File: src/rtl/console_pkg.sv
// Shared definitions for the console text writer.
//   term_state_t : writer sequencer states
//   CH_*         : control codes the writer interprets, plus the blank fill byte
package console_pkg;

    typedef enum logic [1:0] {
        IDLE,
        NEWLINE,
        SCROLL_CLR,
        CLEAR_ALL
    } term_state_t;

    localparam logic [7:0] CH_BS    = 8'h08;
    localparam logic [7:0] CH_TAB   = 8'h09;
    localparam logic [7:0] CH_LF    = 8'h0A;
    localparam logic [7:0] CH_FF    = 8'h0C;
    localparam logic [7:0] CH_CR    = 8'h0D;
    localparam logic [7:0] CH_SPACE = 8'h20;

endpackage

File: src/rtl/term_clear_seq.sv
// Sweep counter used for both the one-row scroll clear and the full-screen clear.
//   clk, rst : clock, asynchronous active-high reset
//   start    : restart the sweep at offset 0
//   step     : advance one position this cycle
//   base     : start address of the sweep
//   last     : final offset (sweep length - 1)
//   addr     : (base + offset) mod 2^ADDR_W
//   done     : high on the stepped cycle that covers the final offset
module term_clear_seq #(
    parameter int ADDR_W = 11
) (
    input  logic              clk,
    input  logic              rst,
    input  logic              start,
    input  logic              step,
    input  logic [ADDR_W-1:0] base,
    input  logic [ADDR_W-1:0] last,
    output logic [ADDR_W-1:0] addr,
    output logic              done
);

    logic [ADDR_W-1:0] sweep;

    // The offset folds back to 0 after the final position so the next sweep
    // starts clean even without an explicit start pulse.
    always_ff @(posedge clk or posedge rst) begin
        if (rst)
            sweep <= '0;
        else if (start)
            sweep <= '0;
        else if (step)
            sweep <= (sweep == last) ? '0 : sweep + ADDR_W'(1);
    end

    always_comb begin
        addr = base + sweep;
        done = step && (sweep == last);
    end

endmodule

File: src/rtl/text_term_writer.sv
// Character-stream to text-framebuffer writer.
//   clk, rst          : clock, asynchronous active-high reset
//   in_valid/in_data  : input byte stream, accepted when in_valid & in_ready
//   in_ready          : high while the writer is idle
//   vwr/vwaddr/vwdata : video RAM write port (registered)
//   vscroll           : circular display base offset for the read side
//   cursx, cursy      : cursor column / row
//   busy              : a clear or scroll sweep is in progress
module text_term_writer
    import console_pkg::*;
#(
    parameter int COLS     = 80,
    parameter int ROWS     = 25,
    parameter int ADDR_W   = 11,
    parameter int TAB_W    = 8,
    parameter int AUTOWRAP = 1
) (
    input  logic              clk,
    input  logic              rst,
    input  logic              in_valid,
    input  logic [7:0]        in_data,
    output logic              in_ready,
    output logic              vwr,
    output logic [ADDR_W-1:0] vwaddr,
    output logic [7:0]        vwdata,
    output logic [ADDR_W-1:0] vscroll,
    output logic [6:0]        cursx,
    output logic [4:0]        cursy,
    output logic              busy
);

    localparam logic [6:0]        LAST_COL = 7'(COLS - 1);
    localparam logic [4:0]        LAST_ROW = 5'(ROWS - 1);
    localparam logic [ADDR_W-1:0] COLS_A   = ADDR_W'(COLS);
    localparam logic [ADDR_W-1:0] SCREEN   = ADDR_W'(ROWS * COLS);

    term_state_t       state, state_nx;
    logic [6:0]        cursx_nx;
    logic [4:0]        cursy_nx;
    logic [ADDR_W-1:0] vscroll_nx;
    logic              vwr_nx;
    logic [ADDR_W-1:0] vwaddr_nx;
    logic [7:0]        vwdata_nx;
    logic [ADDR_W-1:0] cur_addr;
    logic [7:0]        tab_nx;
    logic              accept;

    logic              seq_start, seq_step, seq_done;
    logic [ADDR_W-1:0] seq_base, seq_last, seq_addr;

    term_clear_seq #(
        .ADDR_W (ADDR_W)
    ) u_clear (
        .clk   (clk),
        .rst   (rst),
        .start (seq_start),
        .step  (seq_step),
        .base  (seq_base),
        .last  (seq_last),
        .addr  (seq_addr),
        .done  (seq_done)
    );

    always_comb begin
        accept   = in_valid && in_ready;
        cur_addr = ADDR_W'(32'(cursy) * 32'(COLS) + 32'(cursx)) + vscroll;
        // Nine bits of headroom are not needed: COLS <= 127 keeps this in 8 bits.
        tab_nx   = {1'b0, cursx | 7'(TAB_W - 1)} + 8'd1;

        state_nx   = state;
        cursx_nx   = cursx;
        cursy_nx   = cursy;
        vscroll_nx = vscroll;
        vwr_nx     = 1'b0;
        vwaddr_nx  = vwaddr;
        vwdata_nx  = vwdata;
        seq_start  = 1'b0;
        seq_step   = 1'b0;
        seq_base   = '0;
        seq_last   = '1;

        case (state)
            IDLE: begin
                if (accept) begin
                    case (in_data)
                        CH_LF: begin
                            cursx_nx = '0;
                            state_nx = NEWLINE;
                        end
                        CH_CR: cursx_nx = '0;
                        CH_BS: begin
                            if (cursx != '0)
                                cursx_nx = cursx - 7'd1;
                        end
                        CH_TAB: cursx_nx = (tab_nx < {1'b0, LAST_COL}) ? tab_nx[6:0] : LAST_COL;
                        CH_FF: begin
                            cursx_nx   = '0;
                            cursy_nx   = '0;
                            vscroll_nx = '0;
                            seq_start  = 1'b1;
                            state_nx   = CLEAR_ALL;
                        end
                        default: begin
                            vwr_nx    = 1'b1;
                            vwaddr_nx = cur_addr;
                            vwdata_nx = in_data;
                            if (cursx < LAST_COL) begin
                                cursx_nx = cursx + 7'd1;
                            end else if (AUTOWRAP != 0) begin
                                cursx_nx = '0;
                                state_nx = NEWLINE;
                            end
                        end
                    endcase
                end
            end
            NEWLINE: begin
                if (cursy < LAST_ROW) begin
                    cursy_nx = cursy + 5'd1;
                    state_nx = IDLE;
                end else begin
                    seq_start = 1'b1;
                    state_nx  = SCROLL_CLR;
                end
            end
            SCROLL_CLR: begin
                // Blank the row just past the visible window; the base moves
                // only once the whole row is blank.
                seq_step  = 1'b1;
                seq_base  = vscroll + SCREEN;
                seq_last  = ADDR_W'(COLS - 1);
                vwr_nx    = 1'b1;
                vwaddr_nx = seq_addr;
                vwdata_nx = CH_SPACE;
                if (seq_done) begin
                    vscroll_nx = vscroll + COLS_A;
                    state_nx   = IDLE;
                end
            end
            CLEAR_ALL: begin
                seq_step  = 1'b1;
                vwr_nx    = 1'b1;
                vwaddr_nx = seq_addr;
                vwdata_nx = CH_SPACE;
                if (seq_done)
                    state_nx = IDLE;
            end
            default: state_nx = CLEAR_ALL;
        endcase
    end

    always_ff @(posedge clk or posedge rst) begin
        if (rst) begin
            state    <= CLEAR_ALL;
            cursx    <= '0;
            cursy    <= '0;
            vscroll  <= '0;
            vwr      <= 1'b0;
            vwaddr   <= '0;
            vwdata   <= CH_SPACE;
            in_ready <= 1'b0;
            busy     <= 1'b1;
        end else begin
            state    <= state_nx;
            cursx    <= cursx_nx;
            cursy    <= cursy_nx;
            vscroll  <= vscroll_nx;
            vwr      <= vwr_nx;
            vwaddr   <= vwaddr_nx;
            vwdata   <= vwdata_nx;
            in_ready <= (state_nx == IDLE);
            busy     <= (state_nx == CLEAR_ALL) || (state_nx == SCROLL_CLR);
        end
    end

endmodule

File: config.mk
export PLATFORM = sky130hd
export DESIGN_NAME = text_term_writer
export DESIGN_NICKNAME = d
export VERILOG_FILES = /design/src/rtl/console_pkg.sv /design/src/rtl/term_clear_seq.sv /design/src/rtl/text_term_writer.sv
export SDC_FILE = /design/constraint.sdc
export NUM_CORES = 1
export LEC_CHECK = 0
export CORE_MARGIN = 10
export CORE_UTILIZATION = 50
export DETAILED_ROUTE_END_ITERATION = 7
export HOLD_SLACK_MARGIN = 0.05
export PLACE_DENSITY = 0.74
export SYNTH_ARGS = -nofsm -noshare
export SYNTH_HDL_FRONTEND = slang
export SYNTH_SLANG_ARGS = --single-unit
export TNS_END_PERCENT = 1
File: constraint.sdc
create_clock -name clk -period 5.9 [get_ports clk]
set_clock_uncertainty 0.2 [all_clocks]
set_input_delay 1.475 -clock clk [delete_from_list [all_inputs] [get_ports clk]]
set_output_delay 1.475 -clock clk [all_outputs]
set_load 0.02 [all_outputs]
==> out/results.txt, run 1 <==
Area leader, netlist -> dfrtp_1
Fin util -> 60.2%
Worst-margin pin slew -> 0.770 ns
Clk pwr share -> 40.2%
Vias in the first global route -> 3,499
Area delta synth->final -> 17.2%
Min-Delay Path Class -> reg2reg
DPL Wire Length -> 7660 um
Share of post-route cells with drive strength above 1 -> 7.00%
Netlist cell types -> 72
CP required -> 5.89 ns
Seq cells post-synth -> 53
Final Hold Viols -> 0
Pleak -> 0.00194 uW
Largest net degree at the start of global routing -> 54
Arrival time worst endpoint -> 3.85 ns
Routed Antenna Nets -> 0
Post-synth top area share -> 31.5%
Post-synth EDFFs -> 0
Vias -> 3,449
Aggregate global-route resource usage -> 17.9%
Final-report max-slew violation count -> 0
CTS Buffer Depth -> 2
Fillers -> 679
CP Class -> in2reg
Main flop type after synthesis -> dfrtp_1
Total die area -> 11,900 um^2
TritonRoute pass-1 iters -> 5
Seq pwr share -> 55.7%
Max-cap violations -> 0
CP Max Fanout -> 23
Min Tclk post-route -> 3.86 ns
GR Overflow Total -> 0
DR WL/cell -> 17.1 um
Post-Syn Area -> 3970 um^2
Yosys warns -> 0
Width of the die -> 109 um
Met2 wire length -> 5010 um
Top sig layer -> met4
Commonest cells after routing, fill and taps aside -> clkdlybuf4s50_1 (51), dfrtp_1 (50), nand2_1 (41)
Syn avg cell area -> 8.97 um^2
Clock slew at reported path FFs -> 0.10 ns
Sw Pwr -> 150 uW
H-tree depth -> 2
Via/cell ratio -> 5.87
Drc violations -> 0
M1 WL -> 4330 um
Logic pwr share -> 4.1%
RSZ-0062 raised after global routing -> no
Root buffer cell -> clkbuf_8
CTS tree -> yes
Fin crit share -> 65.4%
FMAX -> 0.259 GHz
Register area -> 1330 um^2
Power Total -> 653 uW
Die height -> 109 um
Fin Hold WS -> 0.283 ns
Core ar. -> 7730 um^2
GPL Wtd Cong -> 0.929
First-pass GRT wire length -> 17,500 um
Row Count -> 32
Initial DRC count -> 226
Fin Setup TNS -> 0 ns
I/O Buffers -> 51
Initial Util -> 51.4%
Routed wl met3 -> 637 um
Clock buffer count from CTS -> 5
Slew headroom -> 48.6%
# Post-CTS Setup Buffers -> 0
Post-CTS Resized -> 0
Fin nets -> 532
PwrDens -> 140 nW/um^2
VDD IR-drop max -> 83.5 uV
Synth top area cells -> dfrtp_1 (31%), ha_1 (10%), o21ai_0 (3.9%), nand2_1 (3.9%), nor2_1 (3.4%)
Syn Inst Count -> 443
Multi-input logic area -> 2490 um^2
I/O Pins -> 56
Status -> finished clean
# diodes -> 0
Detailed Route WL -> 10,100 um
Seq/Total Area, Yosys -> 33.5%
CP endpoint kind -> register
Pint -> 503 uW
Final setup vio count -> 0
Worst-skew pair later-pin latency -> 0.31 ns
Cts hold-fix bufs -> 0
Setup crit start kind -> primary input
Switching Fraction -> 23.0%
Asr flop ratio synth -> 100%
Initial antenna violation count -> 0
# clock sinks -> 53
Commonest non-fill, non-tap cell in the layout -> clkdlybuf4s50_1
==> worst paths after layout <==
| path | start | end | slack (ns) | depth (start not counted) |
|---|---|---|---|---|
| min | vwdata[5] | vwdata[5] | 0.28 | 2 |
| max | in_data[4] | vwaddr[0] | 2.04 | 7 |
| min reg2reg | vwdata[5] | vwdata[5] | 0.28 | 2 |
| max in group asynchronous | rst | cursx[3] | 3.59 | 3 |
| max reg2reg | busy | vwaddr[10] | 2.41 | 9 |
| min in group asynchronous | rst | u_clear.sweep[4] | 1.46 | 3 |
==> registers in the layout, indices dropped and copies added (netlist names) <==
signal / flops
u_clear.sweep: 11
vwaddr: 11
vwdata: 8
cursx: 7
vscroll: 7
cursy: 5
busy: 1
in_ready: 1
state: 1
vwr: 1
==> cells in the mapped netlist, types with 8 or more instances <==
cell      count
dfrtp_1      50
nand2_1      41
nor2_1       36
ha_1         32
o21ai_0      31
a21oi_1      22
clkbuf_1     17
inv_1        16
nor3_1       14
xnor2_1      13
xor2_1       13
nand3_1      11
nand2b_1      8
==> per-layer routing <==
metal | vias up | track usage, %
li1 | 1687 | -
met1 | 1639 | 22.7
met2 | 112 | 30.5
met3 | 11 | 3.66
met5 | - | 0
met4 | 0 | 4.33
==> through the flow <==
stage / setup WS (ns) / instance area (um^2) / std cells
after global placement: 1.77 / 4540 / 580
after floorplan: 2.69 / 3990 / 448
after detailed placement: 1.68 / 4540 / 580
final: 2.04 / 4660 / 588
after global routing: 1.78 / 4660 / 588
after CTS: 2.05 / 4660 / 588
==> power by group through the flow <==
| stage | combinational, uW | sequential, uW | clock, uW |
|---|---|---|---|
| 6_report | 26.8 | 364 | 262 |
| 5_1_grt | 30.0 | 364 | 289 |
| 2_1_floorplan | 14.5 | 371 | 0 |
| 3_5_place_dp | 27.1 | 371 | 0 |
| 3_3_place_gp | 26.7 | 371 | 0 |
| 4_1_cts | 27.1 | 364 | 269 |
==> critical path, stage by stage <==
cell	delay, ns
clkdlybuf4s50_1	0.46
nor4_4	0.42
nand3_1	0.35
a21oi_2	0.49
buf_4	0.31
nor3_1	0.07
a221o_1	0.28
==> layout make-up <==
type / instances / share of cell area, %
clock buffers: 5 / 1.48
clock inverters: 3 / 1.02
inverters: 16 / 1.29
multi-input cells: 355 / 53.5
flip-flops and latches: 53 / 28.6
well taps: 102 / 2.74
repair buffers: 54 / 11.4
==> cell families after synthesis <==
group	count (synthesis)	synth area share [%]
other	1	0.0944
xor gates and xnor gates	26	5.73
and+or+nand+nor	166	22.6
adders and majority gates	36	12.1
DFF	53	33.5
AOI/OAI and AO/OA	113	19.5
buffers and inverters	40	4.38
muxes	8	2.11
Note: power is estimated with default switching activity, not from simulation.
==> run 2, diff against run 1 <==
PLACE_DENSITY = 0.77   (was 0.74)
clock period = 3.11 ns   (was 5.9 ns; I/O delays follow)
==> out/results.txt, run 2 (same netlist as run 1, synthesis figures left out) <==
Clock buffer count from CTS -> 5
Fin nets -> 559
Reg2reg start -> cursy[3]
Fin util -> 63.9%
FMAX -> 0.327 GHz
DR WL/cell -> 17.4 um
# clock sinks -> 53
CP Class -> reg2reg
Detailed Route WL -> 10,700 um
Largest regs -> u_clear.sweep: 11 flops, vwaddr: 11 flops, vwdata: 8 flops
Via/cell ratio -> 5.90
# diodes -> 0
Row Count -> 32
Arrival time worst endpoint -> 3.11 ns
PwrDens -> 238 nW/um^2
CP required -> 3.17 ns
Final Hold Viols -> 0
Final setup vio count -> 0
Fin crit share -> 98.2%
CTS Buffer Depth -> 2
Initial Util -> 51.4%
Setup crit start kind -> register
Commonest non-fill, non-tap cell in the layout -> clkdlybuf4s50_1
GR Overflow Total -> 0
Pleak -> 0.00208 uW
R2R depth -> 9
Critical path launch point -> cursy[3]
Slew headroom -> 57.0%
Final worst setup slack -> 0.0551 ns
DPL Wire Length -> 8140 um
TritonRoute pass-1 iters -> 4
Routed Antenna Nets -> 0
Die height -> 109 um
Clock slew at reported path FFs -> 0.10 ns
Width of the die -> 109 um
Initial antenna violation count -> 0
Drc violations -> 0
Status -> finished clean
VDD IR-drop max -> 141 uV
GPL Wtd Cong -> 0.904
Hold Startpoint -> vwdata[5]
Initial DRC count -> 139
I/O Pins -> 56
Setup crit end -> vwaddr[9]
Max-cap violations -> 0
Root buffer cell -> clkbuf_8
Cts hold-fix bufs -> 0
Worst-skew pair later-pin latency -> 0.32 ns
Min-Delay Path Class -> reg2reg
I/O Buffers -> 51
Core ar. -> 7730 um^2
CP Max Fanout -> 5
Worst-margin pin slew -> 0.639 ns
Area delta synth->final -> 24.3%
Vias -> 3,627
Aggregate global-route resource usage -> 18.2%
CP endpoint kind -> register
Vias in the first global route -> 3,643
Min Tclk post-route -> 3.05 ns
Largest net degree at the start of global routing -> 54
Total die area -> 11,900 um^2
Commonest cells after routing, fill and taps aside -> clkdlybuf4s50_1 (51), dfrtp_1 (47), nand2_1 (41)
H-tree depth -> 2
CTS tree -> yes
Share of post-route cells with drive strength above 1 -> 14.4%
R2R Path End -> vwaddr[9]
First-pass GRT wire length -> 17,600 um
FF-to-FF setup slack -> 0.06 ns
Final-report max-slew violation count -> 0
Fin Setup TNS -> 0 ns
Dpl ws -> -0.0540 ns
run 2: cell count changes in the layout (fill, tap and decap cells not counted), moves of 2 or more:
cell / delta
ha_1: -6
inv_6: -2
buf_4: +26
ha_2: +2
dfrtp_1: -3
dfrtp_2: +3
ha_4: +4
run 2: layout make-up:
cell class                 count  area, um^2
tap                          102         128
timing repair buffer          81         748
inverter                      16        60.1
multi-input combinational    355        2570
fill                         634        2790
clock buffer                   6        82.6
sequential                    53        1330
clock inverter                 2        13.8
run 2: what timing repair did:
item	in CTS	in global routing
gates resized for setup	1	13
setup endpoints to repair	1	2
pin swaps	0	7
hold endpoints to repair	0	0
buffers inserted	0	0
run 2: worst min-delay path by stage:
stage                      endpoint  slack (ns)  cells past startpoint
final                     vwdata[5]        0.29                      2
after global routing      vwdata[5]        0.31                      2
after CTS                 vwdata[5]        0.29                      2
after detailed placement  vwdata[4]        0.27                      2
after global placement    vwdata[0]        0.27                      2
after floorplan           vwdata[5]        0.31                      2
run 2: metrics by stage:
step	power [uW]	instances	hold slack [ns]	cell area, um^2
final	1170	615	0.288	4940
after global routing	1220	615	0.311	4940
after CTS	1180	615	0.295	4870
after detailed placement	761	607	0.271	4760
after global placement	760	607	0.266	4760
after floorplan	731	448	0.310	4000
run 2: critical path, cell delays in order (launching register included):
cell,delay (ns)
dfrtp_2,0.44
ha_4,0.25
ha_4,0.16
fa_2,0.53
ha_1,0.23
ha_2,0.40
nor4bb_1,0.42
a211oi_2,0.07
a21oi_1,0.18
a221o_1,0.14
run 2: power by group:
| group | internal, uW | switching, uW |
|---|---|---|
| Clock | 181 | 245 |
| Combinational | 22.6 | 35.0 |
| Sequential | 689 | 0.356 |
| Total | 893 | 281 |
run 2: per-layer routing:
layer	wire length, um	track usage, %	vias to the layer above
met3	693	3.95	18
li1	-	-	1740
met2	5510	31.8	117
met4	159	4.80	0
met1	4370	21.9	1752
met5	0	0	-
==> run 3, diff against run 2 <==
--- a/constraint.sdc
+++ b/constraint.sdc
@@ -3,3 +3,3 @@
 set_input_delay 0.7775 -clock clk [delete_from_list [all_inputs] [get_ports clk]]
 set_output_delay 0.7775 -clock clk [all_outputs]
-set_load 0.02 [all_outputs]
+set_load 0.005 [all_outputs]
==> out/results.txt, run 3 (same netlist as run 1, synthesis figures left out) <==
Detailed Route WL -> 10,700 um
DP Cell Count -> 605
Final-report max-slew violation count -> 0
Status -> finished clean
Total die area -> 11,900 um^2
Worst-skew pair later-pin latency -> 0.32 ns
I/O Pins -> 56
Largest regs -> u_clear.sweep: 11 flops, vwaddr: 11 flops, vwdata: 8 flops
DR WL/cell -> 17.5 um
Final Hold Viols -> 0
CP endpoint kind -> register
Largest net degree at the start of global routing -> 46
Initial antenna violation count -> 0
Pleak -> 0.00207 uW
TritonRoute pass-1 iters -> 4
Final worst setup slack -> 0.0930 ns
R2R depth -> 10
VDD IR-drop max -> 145 uV
Dpl ws -> -0.107 ns
Commonest cells after routing, fill and taps aside -> clkdlybuf4s50_1 (51), dfrtp_1 (50), nand2_1 (41)
FMAX -> 0.331 GHz
Vias in the first global route -> 3,623
Initial Util -> 51.4%
Reg2reg start -> cursy[1]
Clock buffer count from CTS -> 5
Root buffer cell -> clkbuf_8
First-pass GRT wire length -> 17,800 um
Cell Count, Final, Fillers Out -> 613
H-tree depth -> 2
Drc violations -> 0
I/O Buffers -> 51
Clock slew at reported path FFs -> 0.11 ns
Share of post-route cells with drive strength above 1 -> 12.9%
Min-Delay Path Class -> reg2reg
Min Tclk post-route -> 3.02 ns
GR Overflow Total -> 0
Fin crit share -> 97.0%
Core ar. -> 7730 um^2
RSZ-0062 raised after global routing -> no
Fillers -> 646
Die height -> 109 um
Final setup vio count -> 0
Critical path launch point -> cursy[1]
CTS tree -> yes
Worst-margin pin slew -> 0.544 ns
Power Total -> 1170 uW
Via/cell ratio -> 5.91
Fin Hold WS -> 0.294 ns
# diodes -> 0
GPL Wtd Cong -> 0.919
# clock sinks -> 53
Fin Setup TNS -> 0 ns
Arrival time worst endpoint -> 3.02 ns
Slew headroom -> 63.4%
Commonest non-fill, non-tap cell in the layout -> clkdlybuf4s50_1
Vias -> 3,622
Worst hold stages -> 2
Row Count -> 32
Max-cap violations -> 0
Initial DRC count -> 194
CP Max Fanout -> 6
Width of the die -> 109 um
DPL Wire Length -> 8330 um
CTS Buffer Depth -> 2
CP Class -> reg2reg
Routed Antenna Nets -> 0
Aggregate global-route resource usage -> 18.3%
PwrDens -> 241 nW/um^2
Area delta synth->final -> 22.9%
Hold Startpoint -> vwdata[4]
CP required -> 3.11 ns
Setup crit start kind -> register
Fin nets -> 557
[run 3: cell types whose count changed in the layout (fill, tap and decap cells not counted), sizes merged]
| cell | delta |
|---|---|
| clkinv | -1 |
| buf | -2 |
| inv | +2 |
| clkbuf | -1 |
[run 3: what timing repair did]
| action | CTS | global route |
|---|---|---|
| setup buffers | 0 | 0 |
| endpoints found under the setup margin | 1 | 2 |
| hold buffers | 0 | 0 |
| cloned | 0 | 0 |
| pin swaps | 4 | 1 |
| resized for setup | 4 | 3 |
[run 3: worst paths after layout]
path | end | slack (ns)
worst max-delay path | vwaddr[9] | 0.09
worst min-delay path | vwdata[4] | 0.29
worst max register to register | vwaddr[9] | 0.09
worst min register to register | vwdata[4] | 0.29
max in group asynchronous | busy | 1.46
min in group asynchronous | u_clear.sweep[8] | 0.58
[run 3: layout make-up]
type	count	area, um^2	area share, %
Sequential cell	53	1330	27.2
Clock inverter	3	28.8	0.589
Tap cell	102	128	2.61
Timing Repair Buffer	79	733	15.0
Multi-Input combinational cell	355	2530	51.9
Clock buffer	5	68.8	1.41
Inverter	16	60.1	1.23
[run 3: stage by stage]
stage	utilization, %	area, um^2
after floorplan	-	3990
after global placement	61.3	4740
after detailed placement	61.3	4740
after CTS	63.0	4870
after global routing	63.2	4880
final	63.2	4880
[run 3: critical path, cell delays in order, from the launching register on]
cell and delay (ns):
dfrtp_1 0.40, ha_1 0.30, ha_2 0.20, fa_2 0.34, xor2_1 0.15, ha_1 0.33
ha_4 0.30, nor2_1 0.06, a211oi_2 0.27, a21oi_1 0.10, a221o_1 0.27
[run 3: metal layers]
layer / GRT usage [%] / vias up / share of wire (%)
met2: 31.6 / 118 / 51
li1: - / 1740 / -
met4: 5.56 / 0 / 1.5
met1: 22.5 / 1749 / 42
met3: 3.66 / 15 / 5.7
met5: 0 / - / 0
[run 3: power breakdown]
part	leakage [uW]	internal [uW]	switching, uW	total [uW]
clock network	0.0000506	169	264	433
logic	0.00142	20.9	30.9	51.8
registers	0.000594	690	0.284	690
